`src/rtl/sa_pkg.sv`:
```
// Shared definitions for the systolic-array RF sequencer, RF and PE grid.
package sa_pkg;

    localparam int SA_N     = 8;
    localparam int SA_IDX_W = 5;

    typedef enum logic [2:0] {
        S_IDLE  = 3'd0,
        S_LOAD  = 3'd1,
        S_CLR   = 3'd2,
        S_COMP  = 3'd3,
        S_DRAIN = 3'd4,
        S_FIN   = 3'd5
    } rf_seq_state_t;

endpackage

```
`src/rtl/rf_seq_ctrl_if.sv`:
```
// Row-load handshake plus RF / PE-array drive between host shim, sequencer and array.
interface rf_seq_ctrl_if #(
    parameter int IDX_W = sa_pkg::SA_IDX_W
);
    logic             ld_valid;
    logic             ld_ready;
    logic             rf_en;
    logic             write;
    logic [IDX_W-1:0] idx;
    logic             pe_clr;
    logic             pe_en;

    modport master (
        output ld_valid,
        input  ld_ready, rf_en, write, idx, pe_clr, pe_en
    );

    modport slave (
        input  ld_valid,
        output ld_ready, rf_en, write, idx, pe_clr, pe_en
    );
endinterface

```
`src/rtl/rf_seq_cnt.sv`:
```
// Up-counter with synchronous clear (priority over enable) and terminal-count flag.
module rf_seq_cnt #(
    parameter int W  = 4,
    parameter int TC = 7
) (
    input  logic         clk,
    input  logic         rst_n,
    input  logic         clr,
    input  logic         en,
    output logic [W-1:0] cnt,
    output logic         tc
);

    always_ff @(posedge clk or negedge rst_n) begin
        if (!rst_n)   cnt <= '0;
        else if (clr) cnt <= '0;
        else if (en)  cnt <= cnt + 1'b1;
    end

    assign tc = (cnt == W'(TC));

endmodule

```
`src/rtl/rf_seq_ctrl.sv`:
```
// Sequencer for the systolic-array RF: row load, PE clear, skewed compute sweep, drain.
//
// state   | meaning
// IDLE    | waiting for start, all outputs low
// LOAD    | accepting host rows, writing RF at idx = rows accepted
// CLR     | one-cycle PE accumulator clear
// COMP    | stepping idx 0..2N-2 through the skewed window
// DRAIN   | PE array advances DRAIN_CYC more cycles
// FIN     | one-cycle done pulse
module rf_seq_ctrl
    import sa_pkg::*;
#(
    parameter int N         = SA_N,
    parameter int IDX_W     = SA_IDX_W,
    parameter int DRAIN_CYC = 8
) (
    input  logic          clk,
    input  logic          rst_n,
    input  logic          start,
    input  logic          abort,
    rf_seq_ctrl_if.slave  bus,
    output logic          busy,
    output logic          done,
    output logic [2:0]    state
);

    localparam int LD_W = $clog2(N + 1);
    localparam int DR_W = $clog2(DRAIN_CYC + 1);

    if (2 * N - 1 > 2 ** IDX_W) begin : g_bad_idx_w
        $error("rf_seq_ctrl: IDX_W too narrow for 2*N-1 compute steps");
    end
    if (DRAIN_CYC < 1) begin : g_bad_drain
        $error("rf_seq_ctrl: DRAIN_CYC must be at least 1");
    end

    rf_seq_state_t state_q, state_d;
    logic [LD_W-1:0]  load_cnt;
    logic [IDX_W-1:0] step_cnt;
    logic [DR_W-1:0]  drain_cnt;
    logic load_tc, step_tc, drain_tc;
    logic accept;
    logic write_q, pe_clr_q, pe_en_q, busy_q, done_q;

    assign accept = (state_q == S_LOAD) && bus.ld_valid && !abort;

    rf_seq_cnt #(.W(LD_W), .TC(N - 1)) u_load_cnt (
        .clk   (clk),
        .rst_n (rst_n),
        .clr   ((state_q != S_LOAD) || abort || (accept && load_tc)),
        .en    (accept),
        .cnt   (load_cnt),
        .tc    (load_tc)
    );

    rf_seq_cnt #(.W(IDX_W), .TC(2 * N - 2)) u_step_cnt (
        .clk   (clk),
        .rst_n (rst_n),
        .clr   ((state_q != S_COMP) || abort || step_tc),
        .en    (state_q == S_COMP),
        .cnt   (step_cnt),
        .tc    (step_tc)
    );

    rf_seq_cnt #(.W(DR_W), .TC(DRAIN_CYC - 1)) u_drain_cnt (
        .clk   (clk),
        .rst_n (rst_n),
        .clr   ((state_q != S_DRAIN) || abort || drain_tc),
        .en    (state_q == S_DRAIN),
        .cnt   (drain_cnt),
        .tc    (drain_tc)
    );

    always_comb begin
        state_d = state_q;
        if (state_q != S_IDLE && abort) begin
            state_d = S_IDLE;
        end else begin
            case (state_q)
                S_IDLE:  if (start && !abort)     state_d = S_LOAD;
                S_LOAD:  if (accept && load_tc)   state_d = S_CLR;
                S_CLR:                            state_d = S_COMP;
                S_COMP:  if (step_tc)             state_d = S_DRAIN;
                S_DRAIN: if (drain_tc)            state_d = S_FIN;
                S_FIN:                            state_d = S_IDLE;
                default:                          state_d = S_IDLE;
            endcase
        end
    end

    // Outputs are registered from the next state so they line up with state_q.
    always_ff @(posedge clk or negedge rst_n) begin
        if (!rst_n) begin
            state_q  <= S_IDLE;
            write_q  <= 1'b0;
            pe_clr_q <= 1'b0;
            pe_en_q  <= 1'b0;
            busy_q   <= 1'b0;
            done_q   <= 1'b0;
        end else begin
            state_q  <= state_d;
            write_q  <= (state_d == S_LOAD);
            pe_clr_q <= (state_d == S_CLR);
            pe_en_q  <= (state_d == S_COMP) || (state_d == S_DRAIN);
            busy_q   <= (state_d != S_IDLE);
            done_q   <= (state_d == S_FIN);
        end
    end

    always_comb begin
        bus.idx = '0;
        if (state_q == S_LOAD)      bus.idx = IDX_W'(load_cnt);
        else if (state_q == S_COMP) bus.idx = step_cnt;
    end

    assign bus.ld_ready = (state_q == S_LOAD);
    assign bus.rf_en    = !abort && (((state_q == S_LOAD) && bus.ld_valid) || (state_q == S_COMP));
    assign bus.write    = write_q;
    assign bus.pe_clr   = pe_clr_q;
    assign bus.pe_en    = pe_en_q;
    assign busy         = busy_q;
    assign done         = done_q;
    assign state        = state_q;

endmodule

```
`src/flat_wrapper.sv`:
```
// flat-port wrapper written by rule: the top's interface ports become plain ports
module rf_seq_ctrl_flat import sa_pkg::*;
#(
    parameter int N         = SA_N,
    parameter int IDX_W     = SA_IDX_W,
    parameter int DRAIN_CYC = 8
)
  (clk, rst_n, start, abort, busy, done, state, bus_ld_valid, bus_ld_ready, bus_rf_en, bus_write, bus_idx, bus_pe_clr, bus_pe_en);
  rf_seq_ctrl_if #(.IDX_W(IDX_W)) bus_i ();
  input  logic clk;
  input  logic rst_n;
  input  logic start;
  input  logic abort;
  output logic busy;
  output logic done;
  output logic [2:0] state;
  input wire logic [$bits(bus_i.ld_valid)-1:0] bus_ld_valid;
  output wire logic [$bits(bus_i.ld_ready)-1:0] bus_ld_ready;
  output wire logic [$bits(bus_i.rf_en)-1:0] bus_rf_en;
  output wire logic [$bits(bus_i.write)-1:0] bus_write;
  output wire logic [$bits(bus_i.idx)-1:0] bus_idx;
  output wire logic [$bits(bus_i.pe_clr)-1:0] bus_pe_clr;
  output wire logic [$bits(bus_i.pe_en)-1:0] bus_pe_en;
  assign bus_i.ld_valid = bus_ld_valid;
  assign bus_ld_ready = bus_i.ld_ready;
  assign bus_rf_en = bus_i.rf_en;
  assign bus_write = bus_i.write;
  assign bus_idx = bus_i.idx;
  assign bus_pe_clr = bus_i.pe_clr;
  assign bus_pe_en = bus_i.pe_en;
  rf_seq_ctrl #(.N(N), .IDX_W(IDX_W), .DRAIN_CYC(DRAIN_CYC)) u_core (.clk(clk), .rst_n(rst_n), .start(start), .abort(abort), .bus(bus_i), .busy(busy), .done(done), .state(state));
endmodule
```
`config.mk`:
```
export PLATFORM = sky130hd
export DESIGN_NAME = rf_seq_ctrl_flat
export DESIGN_NICKNAME = d
export VERILOG_FILES = /design/src/rtl/sa_pkg.sv /design/src/rtl/rf_seq_ctrl_if.sv /design/src/rtl/rf_seq_cnt.sv /design/src/rtl/rf_seq_ctrl.sv /design/src/flat_wrapper.sv
export SDC_FILE = /design/constraint.sdc
export NUM_CORES = 1
export LEC_CHECK = 0
export ABC_AREA = 1
export BUFFER_PORTS_ARGS = -buffer_cell sky130_fd_sc_hd__buf_2
export CORE_MARGIN = 2
export CORE_UTILIZATION = 30
export DETAILED_ROUTE_END_ITERATION = 7
export GPL_TIMING_DRIVEN = 0
export PLACE_DENSITY = 0.55
export SLEW_MARGIN = 0
export SYNTH_ARGS = -nofsm -noshare
export SYNTH_HDL_FRONTEND = slang
export SYNTH_HIERARCHICAL = 1
export SYNTH_SLANG_ARGS = --single-unit
```
`constraint.sdc`:
```
create_clock -name clk -period 1.85 [get_ports clk]
set_input_delay 0.2775 -clock clk [delete_from_list [all_inputs] [get_ports clk]]
set_output_delay 0.2775 -clock clk [all_outputs]
set_load 0.01 [all_outputs]
```
* Word-level counts from Yosys, hierarchy flattened
Index checks and enable logic that the tools add are counted.
** Storage, ports and cells
- Register bits after elaboration :: 21
- Output and inout bits :: 15
- Word-level logic and storage cells :: 62
** Operators by class
- Add/subtract/negate cells :: 3
- Eq/ne operators :: 15
- Muxes and demuxes :: 14
- Reduce and logical (&&, ||, !) cells :: 21
** Operator list (number)
- $mux 5 :: 4
- $mux 4 :: 4
- $mux 3 :: 5
- $pmux 3 s5 :: 1
- $eq 3x2->1 const B :: 4
- $eq 3x3->1 const B :: 3
- $add 4x1->4 const B :: 2
- $eq 4x3->1 const B :: 2
- $logic_or 1x1->1 :: 8
- $eq 3x1->1 const B :: 2
- $logic_and 1x1->1 :: 6
- $reduce_bool 2->1 :: 3
- $reduce_bool 3->1 :: 2
- $add 5x1->5 const B :: 1
- $eq 5x4->1 const B :: 1
- $logic_not 3->1 :: 1
- $ne 3x1->1 const B :: 1
- $ne 3x2->1 const B :: 1
- $ne 3x3->1 const B :: 1
- $logic_not 1->1 :: 1

* Longest topological paths before layout
- Depth in word-level cells :: 9
- Mapped depth :: 12
- Mapped depth without buffers :: 12

* By module
The synthesis kept the hierarchy.
** Modules (own cells, without submodules)
- rf_seq_ctrl :: times used 1, cells an instance 59, area each 484.2 µm², sequential area each 200.2 µm²
- rf_seq_cnt (u_core.u_drain_cnt ...) :: times used 2, cells an instance 25, area each 197.7 µm², sequential area each 100.1 µm²
- rf_seq_cnt (u_core.u_step_cnt) :: times used 1, cells an instance 35, area each 269.0 µm², sequential area each 125.1 µm²

* Worst setup path before layout
Ideal clock, no wire load.
- Path type :: flip-flop to flip-flop
- Start :: register u_core.state_q[2], in the netlist u_core/state[2]
- End :: register u_core.u_step_cnt.cnt[4]
- Library setup time :: 0.119 ns
- Arrival time :: 1.402 ns
- Slack :: 0.329 ns
- Cell stages (with the launch flop) :: 9
- Buffers on the path :: 0
- Path through :: dfrtp_1 -> inv_2 -> nand3_1 -> inv_1 -> nand3_1 -> nor2_2 -> nor2_2 -> a21oi_1 -> nor2_1
** Between the ends
- Longest elaborated chain between the ends :: 4
- Elaborated cells on any way between the ends :: 6
- Classes of those cells :: eq/ne (2); mux (1); reduce/logical (3)
** RTL lines
- from (decl) :: line rf_seq_ctrl.sv:37 : rf_seq_state_t state_q, state_d;
- from (signal assigned) :: line rf_seq_ctrl.sv:101 : state_q <= state_d;
- $ne 3x2->1 :: line rf_seq_ctrl.sv:59 : .clr ((state_q != S_COMP) || abort || step_tc),
- $logic_or 1x1->1 (2 in series) :: line rf_seq_ctrl.sv:59
- $mux 5 or $reduce_bool 2->1 (tied branches)
- to (signal assigned) :: line rf_seq_cnt.sv:17 : else if (en) cnt <= cnt + 1'b1;
- to (decl) :: line rf_seq_cnt.sv:10 : output logic [W-1:0] cnt,
Parallel ways exist; a longest one is shown, timed or not.
A chain may end at the register's enable or synchronous reset.

* Worst setup path after layout
- Start :: register u_core.state_q[2], in the netlist u_core/state[2]
- End :: output bus_idx[2]
** Between the ends
- Longest elaborated chain between the ends :: 3
- Elaborated cells on any way between the ends :: 4
- Classes of those cells :: eq/ne (2); mux (2)
** RTL lines
- $eq 3x2->1 :: line rf_seq_ctrl.sv:113 : else if (state_q == S_COMP) bus.idx = step_cnt;
- $mux 5 :: line rf_seq_ctrl.sv:113
- $mux 5 (*) :: line rf_seq_ctrl.sv:112 : if (state_q == S_LOAD) bus.idx = IDX_W'(load_cnt);
- to (decl) :: line flat_wrapper.sv:21 : output wire logic [$bits(bus_i.idx)-1:0] bus_idx;
Every way passes the cells marked *; elsewhere a longest branch is shown, timed or not.

==> out/qor.csv <==
metric,value,unit
Cells after Synth,144,
num ports,20,
"top cells by area, synth","dfrtp_1 46%, nand2_1 10%, nor2_1 7.8%",
CP startpoint kind,flip-flop,
first-pass GRT wire length,4.153,mm
most used flip-flop cell after synthesis,dfrtp_1,
Crit Path Class,reg -> out,
P_leak,0.7076,nW
nets,180,
Die W,65.88,um
crit-path max FO,8,
Worst EP arrival,1.44,ns
dpl cells,211,
Pre-antenna DRT Iters,4,
RD Place Congestion,0.8396,
slowest cell on the critical path,dfrtp_1,
hold_ws,0.4239,ns
"Seq/Total Area, Yosys",45.75,%
Final Cycle Share,92.60,%
via count,970,
final setup margin,0.1370,ns
Non-Filler Instances,218,
Std-Cell Rows,22,
Final Hold Vio Count,0,
required time worst endpoint,1.57,ns
DP Wirelength,1.877,mm
largest net degree at the start of global routing,22,
vias per cell,4.450,
layout cells sized above 1,28.24,%
area post-placement,1304,um2
"critical path, cell by cell",inv_2 > nand3_1 > inv_2 > a22o_1 > buf_2,
Routed WL per cell,10.93,um
DIE HEIGHT,65.88,um
post-layout min period,1.713,ns
fin util,37.56,%
total congestion overflow,0,
final instance area,1375,um2
Slew @ Worst Pin,0.4850,ns
Commonest cells post-synth,"31 x nand2_1, 24 x nor2_1, 21 x dfrtp_1",
Synth Warn #,6,
Final Setup Violations,0,
Clock Power Share,27.2,%
"area leader, netlist",dfrtp_1,
GRT Util Overall,12.45,%
die area,4340,um2
switching power,0.3582,mW
CTS Buffer Depth,2,
worst min-delay path category,in -> reg,
Power Density,800.8,nW/um2
H-tree Lvls,1,
DRC,0,
n_diodes,0,
initial antenna violation count,0,
Sw Ratio,32.53,%
"Clk pin slew, worst setup/hold paths",0.08,ns
syn_nets,153,
Max-slew headroom,67.67,%
clock sinks,21,
fmax,583.8,MHz
Tot Pwr,1.101,mW
vias in the first global route,951,
max-slew violations,0,
P_int,0.7430,mW
Crit path max-delay family,flip-flops,
syn avg cell area,7.976,um2
TNS Setup,0,ns
most frequent cell after synthesis,nand2_1,
Netlist cell types,22,
Routed Antenna Nets,0,
"EDFF count, synth",0,
TritonCTS buffer count,3,
Seq pwr share,47.5,%
Setup WS pre-CTS,0.1085,ns
#FFs+latches synth,21,
Comb pwr share,25.3,%
DRT Wirelength,2.382,mm
Most common cell on crit path,inv_2,
Initial DRC Count,30,
maximum VDD drop,320.1,uV
"Area growth, synth to finish",19.72,%
CTS tree,built,
maximum capacitance violations,0,
post-synthesis instance area,1149,um2
ys async rst share,100.0,%
Initial Utilization,31.37,%
Crit. End Element,output pin,
PortBufs,19,
crit path buf inv count,3,
clock skew,0.002515,ns
"Clk Latency, worst-skew pair",0.26,ns
core area,3661,um2
status,completed,
top-area cell type share of the netlist area,45.75,%
clk root buf,clkbuf_8,
max incr delay on CP,0.42,ns
-- tightest hold or removal path, cell delays in order --
cell and delay (ns):
buf_2 0.14, nand2_2 0.10, nand2_2 0.08, clkinv_2 0.05
-- final timing paths --
kind	from	end	slack, ns	cells after the start
max in group asynchronous	rst_n	u_core/u_drain_cnt/cnt[2]$_DFFE_PN0P_	1.01	2
min reg2reg	u_core/u_drain_cnt/cnt[3]$_DFFE_PN0P_	u_core/u_drain_cnt/cnt[3]$_DFFE_PN0P_	0.55	3
max	u_core/state[2]$_DFF_PN0_	bus_idx[2]	0.14	5
min	abort	u_core/state[1]$_DFF_PN0_	0.42	4
max reg2reg	u_core/u_step_cnt/cnt[0]$_DFFE_PN0P_	u_core/u_step_cnt/cnt[4]$_DFFE_PN0P_	0.25	11
min in group asynchronous	rst_n	u_core/u_load_cnt/cnt[3]$_DFFE_PN0P_	0.50	2
-- power groups by stage --
| stage | clock network [mW] | registers [mW] | logic, mW |
|---|---|---|---|
| after detailed placement | 0 | 0.534 | 0.282 |
| after global placement | 0 | 0.531 | 0.278 |
| after floorplan | 0 | 0.546 | 0.173 |
| after global routing | 0.335 | 0.527 | 0.314 |
| after CTS | 0.317 | 0.524 | 0.285 |
| final | 0.299 | 0.523 | 0.279 |
-- final cells by class --
class | instances | area, um2
fillers | 383 | 2286
multi-input cells | 103 | 541.8
flip-flops and latches | 21 | 525.5
repair buffers | 22 | 120.1
inverters | 20 | 81.33
well taps | 48 | 60.06
clock buffers | 3 | 41.29
clock inverters | 1 | 5.005
-- flip-flops by register name, summed over array words and instances (netlist names), 3 cells and up --
signal                  count
u_core/u_drain_cnt/cnt      4
u_core/state                3
u_core/u_step_cnt/cnt       5
u_core/u_load_cnt/cnt       4
-- repair_timing --
action,4_1_cts,5_1_grt
hold endpoints to repair,21,0
buffers inserted,0,2
gates resized for setup,1,0
endpoints found under the setup margin,1,4
pin swaps,0,0
cloned,0,0
hold buffers,1,0
-- layer usage --
layer,track usage [%],vias to the layer above,share of wire (%)
met5,0,-,0
li1,-,508,-
met1,15.06,446,45
met4,5.469,0,1.0
met3,1.874,2,2.6
met2,21.72,14,52
-- cells in the final DEF, fill, tap and decap left out, drive strengths merged --
master       synthesis  layout
nand3               12      12
nand3b               1       1
o22ai                1       1
o21ai                4       4
nor2                30      30
a22o                 4       4
dfrtp               21      21
clkinv               2       3
nand2               39      39
inv                 18      18
dlygate4sd3          0       1
ha                   4       4
nor3                 2       2
a21oi                5       5
a211oi               1       1
buf                  0      21
clkbuf               0       3
-- logic make-up after synthesis --
group	Yosys count	share of synthesized area [%]
buf+inv	20	7.080
simple gates	84	34.31
compound gates	15	8.496
flops	21	45.75
fa+ha+maj	4	4.357
Power figures use the tool's default switching activity.
